===== src/rtl/sw_word_packer.sv =====
// Packs a column of signed (V,F) score pairs into fixed-width SRAM words, with an
// entry-count header per word; one write cycle per full or final word.
module sw_word_packer #(
    parameter int unsigned VEF_BIT    = 18,
    parameter int unsigned T_PER_WORD = 7,
    parameter int unsigned HEADER_BIT = 4,
    parameter int unsigned WORD_W     = 256,
    parameter int unsigned ADDR_W     = 10
) (
    input  logic                 clk,
    input  logic                 rst_n,
    input  logic                 start,
    input  logic [ADDR_W-1:0]    base_addr,
    input  logic                 in_valid,
    output logic                 in_ready,
    input  logic [VEF_BIT-1:0]   in_v,
    input  logic [VEF_BIT-1:0]   in_f,
    input  logic                 in_last,
    output logic                 sram_cen,
    output logic                 sram_wen,
    output logic [ADDR_W-1:0]    sram_addr,
    output logic [WORD_W-1:0]    sram_d,
    output logic                 done,
    output logic [ADDR_W:0]      words_written,
    output logic                 overflow
);

    localparam int unsigned ENTRY_W   = 2 * VEF_BIT;
    localparam int unsigned PAYLOAD_W = T_PER_WORD * ENTRY_W;
    localparam int unsigned SLOT_W    = (T_PER_WORD > 1) ? $clog2(T_PER_WORD) : 1;
    localparam int unsigned CNT_W     = ADDR_W + 1;

    typedef enum logic [1:0] {
        StIdle,
        StFill,
        StWrite,
        StDone
    } state_e;

    state_e                 state_q, state_d;
    logic [SLOT_W-1:0]      slot_q, slot_d;
    logic [PAYLOAD_W-1:0]   buf_q, buf_d;
    logic                   last_q, last_d;
    logic [ADDR_W-1:0]      addr_q, addr_d;
    logic                   wrapped_q, wrapped_d;
    logic [CNT_W-1:0]       words_q, words_d;
    logic                   overflow_q, overflow_d;
    logic                   cen_q, cen_d;
    logic                   wen_q, wen_d;
    logic [ADDR_W-1:0]      sram_addr_q, sram_addr_d;
    logic [WORD_W-1:0]      sram_d_q, sram_d_d;

    logic [PAYLOAD_W-1:0]   entry_buf;
    logic [WORD_W-1:0]      word;

    // Buffer with the incoming entry merged at the current slot, and the full word it forms.
    always_comb begin
        entry_buf = buf_q;
        entry_buf[int'(slot_q) * ENTRY_W +: ENTRY_W] = {in_v, in_f};
        word = '0;
        word[PAYLOAD_W-1:0] = entry_buf;
        word[WORD_W-1 -: HEADER_BIT] = HEADER_BIT'(slot_q) + HEADER_BIT'(1);
    end

    always_comb begin
        state_d     = state_q;
        slot_d      = slot_q;
        buf_d       = buf_q;
        last_d      = last_q;
        addr_d      = addr_q;
        wrapped_d   = wrapped_q;
        words_d     = words_q;
        overflow_d  = overflow_q;
        cen_d       = 1'b1;
        wen_d       = 1'b1;
        sram_addr_d = sram_addr_q;
        sram_d_d    = sram_d_q;

        unique case (state_q)
            StIdle: begin
                if (start) begin
                    addr_d     = base_addr;
                    slot_d     = '0;
                    buf_d      = '0;
                    last_d     = 1'b0;
                    words_d    = '0;
                    overflow_d = 1'b0;
                    wrapped_d  = 1'b0;
                    state_d    = StFill;
                end
            end
            StFill: begin
                if (in_valid) begin
                    buf_d = entry_buf;
                    if (slot_q == SLOT_W'(T_PER_WORD - 1) || in_last) begin
                        state_d = StWrite;
                        last_d  = in_last;
                        // Past the top of the address space: drop the strobe, keep the flow.
                        if (wrapped_q) begin
                            overflow_d = 1'b1;
                        end else begin
                            cen_d       = 1'b0;
                            wen_d       = 1'b0;
                            sram_addr_d = addr_q;
                            sram_d_d    = word;
                        end
                    end else begin
                        slot_d = slot_q + SLOT_W'(1);
                    end
                end
            end
            StWrite: begin
                buf_d  = '0;
                slot_d = '0;
                addr_d = addr_q + ADDR_W'(1);
                if (addr_q == '1) begin
                    wrapped_d = 1'b1;
                end
                if (!wrapped_q) begin
                    words_d = words_q + CNT_W'(1);
                end
                state_d = last_q ? StDone : StFill;
            end
            StDone: begin
                state_d = StIdle;
            end
            default: begin
                state_d = StIdle;
            end
        endcase
    end

    always_ff @(posedge clk or negedge rst_n) begin
        if (!rst_n) begin
            state_q     <= StIdle;
            slot_q      <= '0;
            buf_q       <= '0;
            last_q      <= 1'b0;
            addr_q      <= '0;
            wrapped_q   <= 1'b0;
            words_q     <= '0;
            overflow_q  <= 1'b0;
            cen_q       <= 1'b1;
            wen_q       <= 1'b1;
            sram_addr_q <= '0;
            sram_d_q    <= '0;
        end else begin
            state_q     <= state_d;
            slot_q      <= slot_d;
            buf_q       <= buf_d;
            last_q      <= last_d;
            addr_q      <= addr_d;
            wrapped_q   <= wrapped_d;
            words_q     <= words_d;
            overflow_q  <= overflow_d;
            cen_q       <= cen_d;
            wen_q       <= wen_d;
            sram_addr_q <= sram_addr_d;
            sram_d_q    <= sram_d_d;
        end
    end

    assign in_ready      = (state_q == StFill);
    assign done          = (state_q == StDone);
    assign sram_cen      = cen_q;
    assign sram_wen      = wen_q;
    assign sram_addr     = sram_addr_q;
    assign sram_d        = sram_d_q;
    assign words_written = words_q;
    assign overflow      = overflow_q;

endmodule


===== config.mk =====
export PLATFORM = sky130hd
export DESIGN_NAME = sw_word_packer
export DESIGN_NICKNAME = d
export VERILOG_FILES = /design/src/rtl/sw_word_packer.sv
export SDC_FILE = /design/constraint.sdc
export NUM_CORES = 1
export LEC_CHECK = 0
export BUFFER_PORTS_ARGS = -buffer_cell sky130_fd_sc_hd__buf_2
export CORE_MARGIN = 1.5
export CORE_UTILIZATION = 44
export DETAILED_ROUTE_END_ITERATION = 10
export PLACE_DENSITY = 0.63
export SLEW_MARGIN = 25
export SYNTH_ARGS = -nofsm -noshare
export SYNTH_HDL_FRONTEND = slang
export SYNTH_SLANG_ARGS = --single-unit

===== constraint.sdc =====
create_clock -name clk -period 5 [get_ports clk]
set_input_delay 0.75 -clock clk [delete_from_list [all_inputs] [get_ports clk]]
set_output_delay 0.75 -clock clk [all_outputs]
set_load 0.01 [all_outputs]

# After elaboration in Yosys (flattened, before gate mapping)
# Cells that the tools add are included.
totals:
  register_bits: 548
  inputBits: 51
  out_inout_bits: 282
  elab_cells: 78
classes:
  add_sub_neg: 5
  n_mul: 1
  eq_ne: 12
  n_shift: 2
  muxes: 32
  n_bitwise: 1
  n_reduce_logical: 14
op_table:
  columns: ["op", "count"]
  rows:
  - ["case mux 252 bit (3 select lines)", 1]
  - ["2-to-1 mux 252 bit", 2]
  - ["bitwise mux 252 bit", 1]
  - ["variable shift 36 x 34 -> 252 bit, first input constant", 1]
  - ["indexed part select 36 x 34 -> 252 bit", 1]
  - ["negation 9 -> 34 bit", 1]
  - ["2-to-1 mux 11 bit", 2]
  - ["case mux 11 bit (2 select lines)", 1]
  - ["case mux 10 bit (2 select lines)", 1]
  - ["AND reduction 3 bit", 4]
  - ["AND reduction 4 bit", 3]
  - ["adder 11 x 1 -> 11 bit, second input constant", 1]
  - ["2-to-1 mux 1 bit", 11]
  - ["adder 10 x 1 -> 10 bit, second input constant", 1]
  - ["equality test 10 bit, second input constant", 1]
  - ["2-to-1 mux 10 bit", 1]
  - ["!= test 2 bit, second input constant", 5]
  - ["2-to-1 mux 3 bit", 3]
  - ["case mux 3 bit (3 select lines)", 1]
  - ["2-to-1 mux 2 bit", 4]
  - ["case mux 2 bit (4 select lines)", 1]
  - ["multiplier 3 x 4 -> 7 bit, second input constant", 1]
  - ["case mux 1 bit (2 select lines)", 3]
  - ["AND reduction 5 bit", 1]
  - ["12 further kinds", 15]

# Longest topological paths before layout
# Gate-level depths: netlist of the first run.
logic_depth:
  ltp_word: 6
  ltp_mapped: 19
  mapped_depth_nobuf: 11

# Worst setup path after synthesis of the first run
# Ideal clock, no wire load.
synth_path:
  path_type: "flip-flop to flip-flop"
  from: "reg slot_q[0]"
  to: "reg buf_q[23]"
  setup_time_ns: 0.122
  arrival_time_ns: 4.065
  required_time_ns: 4.878
  path_slack_ns: 0.814
  stages_incl_launch_ff: 18
  synth_period_minus_slack_ns: 4.186
  path_cell_list: "dfrtp_1 -> buf_2 -> buf_4 -> buf_2 -> inv_1 -> buf_2 -> ha_1 -> buf_6 -> or3b_1 -> nor2_1 -> ha_1 -> buf_2 -> clkinv_1 -> nor4_2 -> nand2_1 -> o22ai_2 -> o21ai_1 -> a32o_1"
synth_between:
  elab_chain_cells: 6
  elab_cells_between_ends: 7
  classes_between: "1 x add/sub; 1 x mul; 2 x shift; 3 x mux"
synth_rtl:
  columns: ["item", "line_no", "text"]
  rows:
  - ["start, declared", "41", "logic [SLOT_W-1:0] slot_q, slot_d;"]
  - ["start signal, assigned", "149", "slot_q <= slot_d;"]
  - ["multiplier 3 x 4 -> 7 bit (*)", "59", "entry_buf[int'(slot_q) * ENTRY_W +: ENTRY_W] = {in_v, in_f};"]
  - ["negation 9 -> 34 bit (*)", "59", null]
  - ["indexed part select 36 x 34 -> 252 bit / variable shift 36 x 34 -> 252 bit (equally long branches)", "59", null]
  - ["bitwise mux 252 bit (*)", "59", null]
  - ["2-to-1 mux 252 bit (*)", "93", "if (in_valid) begin"]
  - ["case mux 252 bit (3 select lines) (*)", "79", "unique case (state_q)"]
  - ["end signal, assigned", "150", "buf_q <= buf_d;"]
  - ["end, declared", "42", "logic [PAYLOAD_W-1:0] buf_q, buf_d;"]
# Mark *: on every way between the ends. The rest lies on a longest branch, timed or not. The select of a mux whose other input is x is not followed.
# A chain may end at the register's enable or synchronous reset.

# Worst setup path in the final report of the first run
layout_path:
  from: "reg slot_q[0]"
  to: "reg sram_d_q[42] (netlist: sram_d[42])"
layout_between:
  elab_chain_cells: 4
  elab_cells_between_ends: 8
  classes_between: "1 x add/sub; 1 x mul; 1 x eq/ne; 2 x shift; 1 x mux; 2 x reduce/logical"
layout_rtl:
  columns: ["item", "line_no", "text"]
  rows:
  - ["multiplier 3 x 4 -> 7 bit", "59", null]
  - ["negation 9 -> 34 bit", "59", null]
  - ["indexed part select 36 x 34 -> 252 bit / variable shift 36 x 34 -> 252 bit (equally long branches)", "59", null]
  - ["bitwise mux 252 bit", "59", null]
  - ["end signal, assigned", "159", "sram_d_q <= sram_d_d;"]
  - ["end, declared", "51", "logic [WORD_W-1:0] sram_d_q, sram_d_d;"]
# Several ways; a longest one is shown, not always the timed one.

==> results of run 1 <==
cell usage in the layout (no fill, tap or decap), types with 16 or more instances in the layout:
cell type	Yosys	layout
and3_1	27	27
a31o_2	20	20
a22o_1	85	85
o32ai_1	18	18
o21ai_0	396	396
buf_2	50	331
nand3_1	39	39
clkbuf_16	0	59
o22ai_1	38	38
nand2_1	410	408
and2_1	20	19
a32o_1	77	77
o2bb2ai_1	50	50
inv_1	20	20
a21oi_1	60	60
dfrtp_1	547	546
nand2b_1	29	29
nor3_1	49	49
o21ai_1	39	39
buf_4	11	70
mux2_2	19	19
a221o_1	29	29
mux2i_1	172	172
o31ai_1	21	21
o21a_1	16	16
a22oi_1	36	36
nor2_1	161	160
routing by layer:
| layer | vias to the layer above | track usage, % |
|---|---|---|
| met5 | - | 0 |
| met4 | 6 | 12.1 |
| met3 | 213 | 6.15 |
| met2 | 1015 | 51.7 |
| met1 | 12400 | 42.7 |
| li1 | 11000 | - |
Yosys cell counts, types with 10 or more instances:
library cell  instances  area (sq um)
mux2i_1             172          1720
or3_1                12          75.1
dfrtp_1             547         13700
nor3_1               49           245
a31oi_1              13          81.3
o2bb2ai_1            50           438
a221o_1              29           290
nand3_1              39           195
buf_1                22          82.6
o22ai_1              38           238
a21oi_1              60           300
a21o_1               11          82.6
nand2b_1             29           181
and2_1               20           125
a32o_1               77           771
o32ai_1              18           158
buf_2                50           250
o211ai_1             12          90.1
o21ai_1              39           195
o21a_1               16           120
and3_1               27           169
o31ai_1              21           158
o21ai_0             396          1980
a31o_2               20           175
a22oi_1              36           270
buf_4                11          82.6
nand2_1             410          1540
nand4_1              10          62.6
mux2_2               19           214
a22o_1               85           744
nor2_2               14          87.6
clkbuf_1            103           387
nor2_1              161           604
inv_1                20          75.1
state kept, by name (all words and copies together) (netlist names), 2 cells and up:
| name | count |
|---|---|
| buf_q | 252 |
| addr_q | 10 |
| sram_addr | 10 |
| sram_d | 256 |
| state_q | 2 |
| slot_q | 3 |
| words_written | 11 |
metrics by stage:
step / instance area [sq um] / setup WS (ns) / cells / hold WS, ns
after detailed placement: 30200 / 1.08 / 3867 / 0.458
after CTS: 32200 / 1.05 / 3976 / 0.269
after global placement: 30200 / 1.01 / 3867 / 0.455
final: 32200 / 0.950 / 3981 / 0.0150
after global routing: 32200 / 0.821 / 3979 / 0.0178
after floorplan: 27600 / 0.814 / 2810 / 0.442
report_power, final:
part           internal [uW]  switching (uW)  total, uW
combinational           4010           10900      14900
sequential              5060             456       5520
clock                   2520            1850       4370
worst max path at each step:
stage,startpoint,to,slack [ns]
floorplan,slot_q[0]$_DFFE_PN0P_,buf_q[23]$_DFFE_PN0P_,0.81
global placement,slot_q[0]$_DFFE_PN0P_,sram_d[97]$_DFFE_PN0P_,1.01
detailed placement,slot_q[0]$_DFFE_PN0P_,sram_d[42]$_DFFE_PN0P_,1.08
CTS,slot_q[0]$_DFFE_PN0P_,sram_d[42]$_DFFE_PN0P_,1.05
global route,slot_q[0]$_DFFE_PN0P_,sram_d[20]$_DFFE_PN0P_,0.82
finish,slot_q[0]$_DFFE_PN0P_,sram_d[42]$_DFFE_PN0P_,0.95
area by class of cell:
class	instances	area [sq um]	share of cell area, %
diodes	4	10.0	0.0311
clock buffers	81	1690	5.24
clock inverters	28	265	0.823
inverters	24	97.6	0.303
multi-input cells	2049	13000	40.5
flip-flops and latches	548	13700	42.6
well taps	837	1050	3.25
repair buffers	410	2360	7.34
cells by family after synthesis:
| family | synth area share (%) |
|---|---|
| and+or+nand+nor | 13.6 |
| buffers and inverters | 3.35 |
| DFF | 49.6 |
| muxes | 7.57 |
| AOI/OAI and AO/OA | 25.3 |
| xor gates and xnor gates | 0.158 |
| adders and majority gates | 0.407 |
==> out/qor.txt, run 1 <==
status: finished clean
Main synth FF type: dfrtp_1
Die Y: 254 um
setup bufs post-CTS: 0
max-cap viol count: 0
Peak Freq: 0.247 GHz
# DRC: 0
CP Class: flip-flop to flip-flop
reg2reg path depth: 10
Pwr Density: 768 nW/um^2
cell count after synthesis: 2810
Max H-tree Level: 2
final core occ: 52.0%
RSZ-0062 raised after global routing: no
Power Total: 24800 uW
crit path launch type: flip-flop
r2r startpoint: slot_q[0]$_DFFE_PN0P_
dpl hpwl: 76300 um
Global Route Usage Sum: 32.0%
Final Wtd Congestion: 0.996
vias: 24700
reg2reg end: sram_d[42]$_DFFE_PN0P_
crit-path max FO: 31
Resized cells post-CTS: 0
Initial Util: 44.6%
Crit path depth: 10
Tcrit/Tclk final: 81.0%
max incr delay on CP: 0.62 ns
clk_lat worst skew: 0.63 ns
FP Rows: 91
worst path required time: 5.54 ns
area grow syn2layout: 16.6%
Post-synth EDFFs: 0
Mapped Area: 27600 sq um
post-synthesis sequential area ratio: 49.6%
Final #Nets: 3151
slowest stage cell, crit path: o32ai_1
Final Max Slew Viols: 0
Worst IR Drop VDD: 0.536 mV
R2R Setup Slk: 0.95 ns
TritonCTS Sinks: 548
Clock Skews: 0.0172 ns
clk root buf: clkbuf_16
initial antenna violation count: 7
Metal-1 WL: 43900 um
min Tclk post-route: 4.05 ns
first-pass GRT wire length: 155000 um
Worst Path Buf+Inv: 2
ys async rst share: 100%
vias in the first global route: 23900
CTS tree: done
WP data arrival: 4.59 ns
Hold Buf Count CTS: 0
metal3 WL: 7730 um
post-synthesis cell type count: 95
Crit. End Element: flip-flop
Routed wire per std cell: 26.4 um
Synth Register Bits: 548
worst min-delay path category: input pin to asynchronous set/reset pin
Die ar.: 64300 sq um
Ports: 333
Final Setup Violations: 0
CORE AREA: 61900 sq um
Die Wd: 254 um
mean post-synth cell area: 9.84 sq um
final hold vios: 0
slew of the pin with the lowest slew margin: 1.12 ns
Rel. slew slack: 25.0%
uppermost layer routed: met5
wire length on met2: 49200 um
first-pass iteration count of the detailed router: 5
Worst path top cell family by delay: compound AO/OA/AOI/OAI gates
Final ANT Viol Nets: 0
final WL: 105000 um
GRT overflow: 0
Filler Cell Count: 5754
Setup TNS: 0 ns
cells along the critical path: inv_1 > ha_2 > ha_2 > buf_4 > mux2i_1 > and2_1 > o32ai_1 > a22o_1 > mux2i_1 > o21ai_0
total leakage power: 0.0145 uW
buffers added on ports: 332
clk slew on worst S/H paths: 0.06 ns
Initial DRC Count: 2558
Synth warnings: 0
clk buf depth: 3
share of layout cells above drive strength 1: 20.0%
total CTS buffers: 58
syn_nets: 2870
largest net degree at the start of global routing: 150
via/cell ratio: 6.21
Power figures use the tool's default switching activity.
==> run 2: changes to the inputs <==
--- a/config.mk
+++ b/config.mk
@@ -9,7 +9,7 @@
 export CORE_MARGIN = 1.5
 export CORE_UTILIZATION = 44
 export DETAILED_ROUTE_END_ITERATION = 10
-export PLACE_DENSITY = 0.63
+export PLACE_DENSITY = 0.66
 export SLEW_MARGIN = 25
 export SYNTH_ARGS = -nofsm -noshare
 export SYNTH_HDL_FRONTEND = slang
==> constraint.sdc (replaced) <==
create_clock -name clk -period 3.3 [get_ports clk]
set_input_delay 0.495 -clock clk [delete_from_list [all_inputs] [get_ports clk]]
set_output_delay 0.495 -clock clk [all_outputs]
set_load 0.01 [all_outputs]
==> run 2 against run 1 <==
  * Global-route usage increased by 1.2 points
  * Design area increased by 8.3%
  * Clock power increased by 46%
  * Register-to-register slack got worse by 0.91 ns
  * Via count increased by 5.0%
==> out/qor.txt, run 2 (synthesized netlist as in run 1, its figures left out) <==
Worst IR Drop VDD: 0.884 mV (+65%)
buffers added on ports: 332 (unchanged)
min Tclk post-route: 3.27 ns (-0.785 ns)
Worst Hold Depth: 3
clk_lat worst skew: 0.63 ns (about the same)
Final Max Slew Viols: 0 (unchanged)
vias in the first global route: 26000 (+8.6%)
commonest non-fill, non-tap cell in the layout: dfrtp_1
Tcrit/Tclk final: 98.9% (+18 points)
CORE AREA: 61900 sq um (unchanged)
Die ar.: 64300 sq um (unchanged)
initial antenna violation count: 1 (-6)
max-cap viol count: 0 (unchanged)
WP data arrival: 3.82 ns (-0.77 ns)
Final #Nets: 3428 (+8.8%)
Non-Filler Instances: 4249 (+6.7%)
Final Wtd Congestion: 0.952 (-4.4%)
CTS tree: done
CP Class: flip-flop to flip-flop
dpl hpwl: 81000 um (+6.1%)
clk slew on worst S/H paths: 0.06 ns (about the same)
GRT overflow: 0 (unchanged)
first-pass GRT wire length: 162000 um (+4.1%)
R2R Setup Slk: 0.03 ns (-0.91 ns)
Setup TNS: 0 ns (unchanged)
worst min-delay path category: input pin to flip-flop
Peak Freq: 0.306 GHz (+24%)
clk buf depth: 3 (unchanged)
final hold slack: 0.131 ns (+0.116 ns)
Initial DRC Count: 2263 (-12%)
r2r startpoint: slot_q[2]$_DFFE_PN0P_
TritonCTS Sinks: 548 (unchanged)
clk root buf: clkbuf_16
total CTS buffers: 57 (-1.7%)
Final ANT Viol Nets: 0 (unchanged)
share of layout cells above drive strength 1: 27.3% (+7.3 points)
Rel. slew slack: 47.2% (+22 points)
Die Wd: 254 um (unchanged)
crit path launch type: flip-flop
Filler Cell Count: 5563 (-3.3%)
worst path required time: 3.86 ns (-1.68 ns)
via/cell ratio: 6.11 (-1.6%)
Die Y: 254 um (unchanged)
final WL: 108000 um (+3.1%)
Worst Min Path Start: base_addr[6]
Pwr Density: 1230 nW/um^2 (+61%)
Crit. End Element: flip-flop
vias: 26000 (+5.0%)
number of flip-flops in the largest register: 256 (unchanged)
Routed wire per std cell: 25.5 um (-3.4%)
Initial Util: 44.6% (unchanged)
placed insts: 4145 (+7.2%)
reg2reg path depth: 9 (-1)
Max H-tree Level: 2 (unchanged)
final hold vios: 0 (unchanged)
largest net degree at the start of global routing: 103 (-31%)
reg2reg end: sram_d[98]$_DFFE_PN0P_
Final Setup Violations: 0 (unchanged)
crit-path max FO: 13 (-58%)
FP Rows: 91 (unchanged)
RSZ-0062 raised after global routing: yes
total leakage power: 0.0160 uW (+10%)
# DRC: 0 (unchanged)
first-pass iteration count of the detailed router: 5 (unchanged)
Worst Hold Endpoint: addr_q[6]$_DFFE_PN0P_
slew of the pin with the lowest slew margin: 0.792 ns (-0.333 ns)
Global Route Usage Sum: 33.3% (+1.2 points)
status: finished clean
area grow syn2layout: 26.3%
most frequent cells in the layout: dfrtp_1, nand2_1, o21ai_0
Clock Skews: 0.0196 ns (+0.00236 ns)
Ports: 333 (unchanged)
-- run 2: cell count changes in the layout (fill, tap and decap cells not counted), moves of 5 or more --
cell / delta
nor3_1: -9
nor3_2: +5
nor2_1: -5
buf_4: +246
nor2_4: +8
buf_12: +32
nand2_1: -6
o21ai_0: -8
o21ai_1: +5
clkbuf_1: +5
-- run 2: through the flow --
step	total power [uW]	cell area [sq um]	util, %	setup WS, ns
final	43100	34900	56.4	0.0348
after global routing	44800	34900	56.3	-0.0378
after CTS	42600	34900	56.3	0.0293
after detailed placement	36000	33000	53.3	0.0459
after global placement	35800	33000	53.3	-0.00499
after floorplan	22200	28000	-	-0.224
-- run 2: how the worst max path moves through the flow --
stage                     slack (ns)                       to             startpoint  cells after the start
after detailed placement        0.05   sram_d[98]$_DFFE_PN0P_  slot_q[2]$_DFFE_PN0P_                      9
after global routing           -0.04  sram_d[221]$_DFFE_PN0P_  slot_q[0]$_DFFE_PN0P_                     13
after global placement        -0.005   sram_d[98]$_DFFE_PN0P_  slot_q[0]$_DFFE_PN0P_                      9
final                           0.03   sram_d[98]$_DFFE_PN0P_  slot_q[2]$_DFFE_PN0P_                      9
after floorplan                -0.22   sram_d[16]$_DFFE_PN0P_  slot_q[0]$_DFFE_PN0P_                     19
after CTS                       0.03   sram_d[98]$_DFFE_PN0P_  slot_q[2]$_DFFE_PN0P_                      9
-- run 2: layer usage --
layer	GRT usage, %	part of all wire (%)	vias up
li1	-	-	11600
met3	5.56	6.6	229
met5	0	0	-
met2	54.6	48	1080
met1	43.9	42	13100
met4	13.2	4.1	0
-- run 2: timing repair --
| item | 4_1_cts | 5_1_grt |
|---|---|---|
| gates resized for setup | 0 | 15 |
| setup buffers | 0 | 0 |
| hold buffers | 1 | 0 |
| setup endpoints to repair | 0 | 62 |
| endpoints found under the hold margin | 74 | 0 |
-- run 2: cell type report --
type / count / area [sq um] / share of cell area [%]
Antenna cell: 1 / 2.50 / 0.00717
Inverter: 24 / 104 / 0.298
Timing Repair Buffer: 688 / 4830 / 13.9
Tap cell: 837 / 1050 / 3.00
Sequential cell: 548 / 13700 / 39.3
Clock buffer: 84 / 1670 / 4.78
Clock inverter: 18 / 170 / 0.488
Multi-Input combinational cell: 2049 / 13400 / 38.3
-- run 2: critical path, stage by stage, from the launching register on --
cell and delay (ns):
dfrtp_1 0.42, inv_1 0.16, ha_1 0.50, a21bo_2 0.34, nand2_1 0.44, nor4_2 0.52
buf_4 0.22, a22o_1 0.23, mux2i_1 0.18, o21ai_1 0.17
-- run 2: power breakdown --
group	internal, uW	leakage [uW]	switching [uW]
logic	10400	0.00751	17900
registers	7670	0.00758	694
clock network	3650	0.000917	2730
==> run 3: changes to the inputs <==
--- a/config.mk
+++ b/config.mk
@@ -5,11 +5,14 @@
 export SDC_FILE = /design/constraint.sdc
 export NUM_CORES = 1
 export LEC_CHECK = 0
+export ABC_AREA = 1
+export ABC_CLOCK_PERIOD_IN_PS = 3300
 export BUFFER_PORTS_ARGS = -buffer_cell sky130_fd_sc_hd__buf_2
 export CORE_MARGIN = 1.5
 export CORE_UTILIZATION = 44
+export CTS_BUF_LIST = sky130_fd_sc_hd__clkbuf_4 sky130_fd_sc_hd__clkbuf_8 sky130_fd_sc_hd__clkbuf_16
 export DETAILED_ROUTE_END_ITERATION = 10
-export PLACE_DENSITY = 0.66
+export PLACE_DENSITY = 0.65
 export SLEW_MARGIN = 25
 export SYNTH_ARGS = -nofsm -noshare
 export SYNTH_HDL_FRONTEND = slang
==> run 3 against run 2 <==
  * Combinational power decreased by 29%
  * Register-to-register slack gained 0.06 ns
  * First-iteration DRC count is 32% higher
  * Die area up 5.0%
  * Non-clock buffer count shrank 237
  * Routed wire length fell by 2.5%
  * Critical endpoint is now buf_q[127]$_DFFE_PN0P_
  * Highest routed layer is now met5
==> out/qor.txt, run 3 <==
status: finished clean
post-synthesis sequential area ratio: 47.2% (-2.4 points)
Final ANT Viol Nets: 0 (unchanged)
# DRC: 0 (unchanged)
Reg power frac: 24.2% (+4.8 points)
GRT overflow: 0 (unchanged)
vias: 28600 (+10%)
Post-synth EDFFs: 0 (unchanged)
crit-path max FO: 16 (+3)
total leakage power: 0.0193 uW (+20%)
TritonCTS Sinks: 548 (unchanged)
Die Y: 260 um (+2.4%)
via/cell ratio: 5.43 (-11%)
Top Usage Layer GRT: met2
WP data arrival: 3.68 ns (-0.14 ns)
most common cell in the netlist: nand2_1
Cell Area, Placed: 31900 sq um (-3.2%)
final hold vios: 0 (unchanged)
most frequent cells in the layout: nand2_1, nand3_1, dfrtp_1
Rel. slew slack: 40.5% (-6.7 points)
clock share of power: 20.2% (+5.4 points)
total CTS buffers: 58 (+1.8%)
Synth area leader: dfrtp_1
clk buf depth: 3 (unchanged)
syn_nets: 4117 (+43%)
CP Class: flip-flop to flip-flop
GR Util met2: 49.4% (-5.1 points)
worst path required time: 3.77 ns (-0.09 ns)
final hold slack: 0.0826 ns (-0.0487 ns)
Synth area leaders: dfrtp_1, nand2_1, nand3_1
Final Wtd Congestion: 1.04 (+9.2%)
initial antenna violation count: 4 (+3)
Filler Cell Count: 6373 (+15%)
cell count after synthesis: 4057 (+44%)
Setup TNS: 0 ns (unchanged)
vias in the first global route: 26700 (+2.8%)
Tcrit/Tclk final: 97.1% (-1.9 points)
min Tclk post-route: 3.20 ns (-0.0625 ns)
Non-Filler Instances: 5261 (+24%)
first-pass GRT wire length: 161000 um (-0.17%)
Die Wd: 260 um (+2.4%)
Die ar.: 67500 sq um (+5.0%)
slew of the pin with the lowest slew margin: 0.883 ns (+0.0913 ns)
RSZ-0062 raised after global routing: yes
first-pass iteration count of the detailed router: 7 (+2)
commonest non-fill, non-tap cell in the layout: nand2_1
Synth warnings: 0 (unchanged)
Pint: 17600 uW (-19%)
dpl hpwl: 77600 um (-4.2%)
buffers added on ports: 332 (unchanged)
area share of the largest cell type after synthesis: 47.2% (-2.4 points)
final core occ: 52.7% (-3.7 points)
max-cap viol count: 0 (unchanged)
post-synthesis cell type count: 49 (-48%)
placed insts: 5148 (+24%)
clk root buf: clkbuf_16
combinational share of power: 55.6% (-10 points)
clk_lat worst skew: 0.63 ns (about the same)
Routed wire per std cell: 20.1 um (-21%)
most frequent cells after synthesis: nand2_1, nand3_1, dfrtp_1, inv_1, o21ai_0
Main synth FF type: dfrtp_1
Initial DRC Count: 2984 (+32%)
Ports: 333 (unchanged)
crit path launch type: flip-flop
share of layout cells above drive strength 1: 16.0% (-11 points)
CORE AREA: 64800 sq um (+4.6%)
worst min-delay path category: input pin to flip-flop
ys async rst share: 100% (unchanged)
CTS tree: done
largest net degree at the start of global routing: 145 (+41%)
clk slew on worst S/H paths: 0.06 ns (about the same)
Worst IR Drop VDD: 0.581 mV (-34%)
Peak Freq: 0.312 GHz (+2.0%)
Crit. End Element: flip-flop
number of flip-flops in the largest register: 256 (unchanged)
Synth Register Bits: 548 (unchanged)
final WL: 106000 um (-2.5%)
Pwr Density: 1060 nW/um^2 (-14%)
Final Max Slew Viols: 0 (unchanged)
Final #Nets: 4414 (+29%)
GRT met1 Usage: 43.0% (-0.92 points)
post-route cell area: 34200 sq um (-2.1%)
Clock Skews: 0.0270 ns (+0.00743 ns)
FP Rows: 93 (+2.2%)
Max H-tree Level: 2 (unchanged)
GRT met3 Usage: 4.78% (-0.79 points)
mean post-synth cell area: 7.15 sq um (-27%)
Sw Share: 51.3% (+1.7 points)
Global Route Usage Sum: 31.2% (-2.1 points)
Mapped Area: 29000 sq um (+5.0%)
Final Setup Violations: 0 (unchanged)
area grow syn2layout: 17.7%
Initial Util: 44.8% (+0.16 points)
Psw: 18500 uW (-13%)
## run 3: changes by cell type after synthesis, sizes merged, moves of 47 or more
cell     previous run  this run
a22o               86         0
a32o               77         0
inv                23       235
mux2i             172         0
nand2             411      1826
nand3              41       654
nand4              10        57
o21ai             439       195
o2bb2ai            50         0
or2                 5        72
## run 3: cell families (layout without fill, tap and decap cells)
kind of cell | after synthesis | in the layout | synth area share (%)
AND/OR/NAND/NOR | 2762 | 2762 | 40.6
flip-flops | 548 | 548 | 47.2
buffers and inverters | 452 | 798 | 6.47
AO/OA/AOI/OAI | 280 | 280 | 5.07
adder cells (fa/ha/maj) | 9 | 9 | 0.388
XOR/XNOR | 6 | 6 | 0.181
other | 0 | 3 | 0
## run 3: cell type report
type	count	area [sq um]	area share (%)
Timing Repair Buffer	451	2810	8.21
Tap cell	855	1070	3.13
Clock buffer	73	1630	4.78
Antenna cell	3	7.51	0.0220
Inverter	238	913	2.67
Clock inverter	36	520	1.52
Multi-Input combinational cell	3057	13500	39.5
Sequential cell	548	13700	40.2
## run 3: power by group through the flow
stage	clock network, uW	registers [uW]	logic [uW]
floorplan	0	9070	11400
global route	7680	8900	21600
detailed placement	0	8840	19500
finish	7300	8740	20100
CTS	7410	8740	19600
global placement	0	8830	19500
## run 3: what timing repair did
| item | CTS | global route |
|---|---|---|
| gates resized for setup | 0 | 10 |
| setup endpoints to repair | 0 | 133 |
| hold buffers | 1 | 0 |
| hold endpoints to repair | 71 | 0 |
| setup buffers | 0 | 0 |
## run 3: per-layer routing
layer	wire length, um	up-vias
met5	13	-
met4	4160	2
met3	7580	197
met2	48800	1129
met1	45000	13600
li1	-	13600
## run 3: through the flow
step | setup slack, ns | total power (uW)
2_1_floorplan | 0.260 | 20500
3_3_place_gp | 0.124 | 28300
3_5_place_dp | 0.114 | 28400
4_1_cts | 0.116 | 35700
5_1_grt | -0.0604 | 38200
6_report | 0.0973 | 36200
## run 3: path summary, 6_finish.rpt
kind	slack [ns]	start	end	depth (start not counted)
setup / recovery	0.1	slot_q[1]$_DFFE_PN0P_	buf_q[127]$_DFFE_PN0P_	14
hold / removal	0.08	base_addr[7]	addr_q[7]$_DFFE_PN0P_	3
setup reg to reg	0.1	slot_q[1]$_DFFE_PN0P_	buf_q[127]$_DFFE_PN0P_	14
hold reg to reg	0.47	buf_q[67]$_DFFE_PN0P_	buf_q[67]$_DFFE_PN0P_	2
max in group asynchronous	1.86	rst_n	sram_d[247]$_DFFE_PN0P_	3
min in group asynchronous	0.52	rst_n	sram_d[131]$_DFFE_PN0P_	2
## run 3: critical path, stage by stage (launching register included)
cell	delay (ns)
dfrtp_1	0.46
inv_2	0.15
ha_2	0.25
ha_2	0.22
nand3_4	0.24
buf_4	0.31
nand2_1	0.10
nand3_1	0.18
nand3_1	0.12
nand2_1	0.24
o21ai_1	0.34
buf_4	0.19
nand2_1	0.06
nand3_1	0.07
o21ai_0	0.10
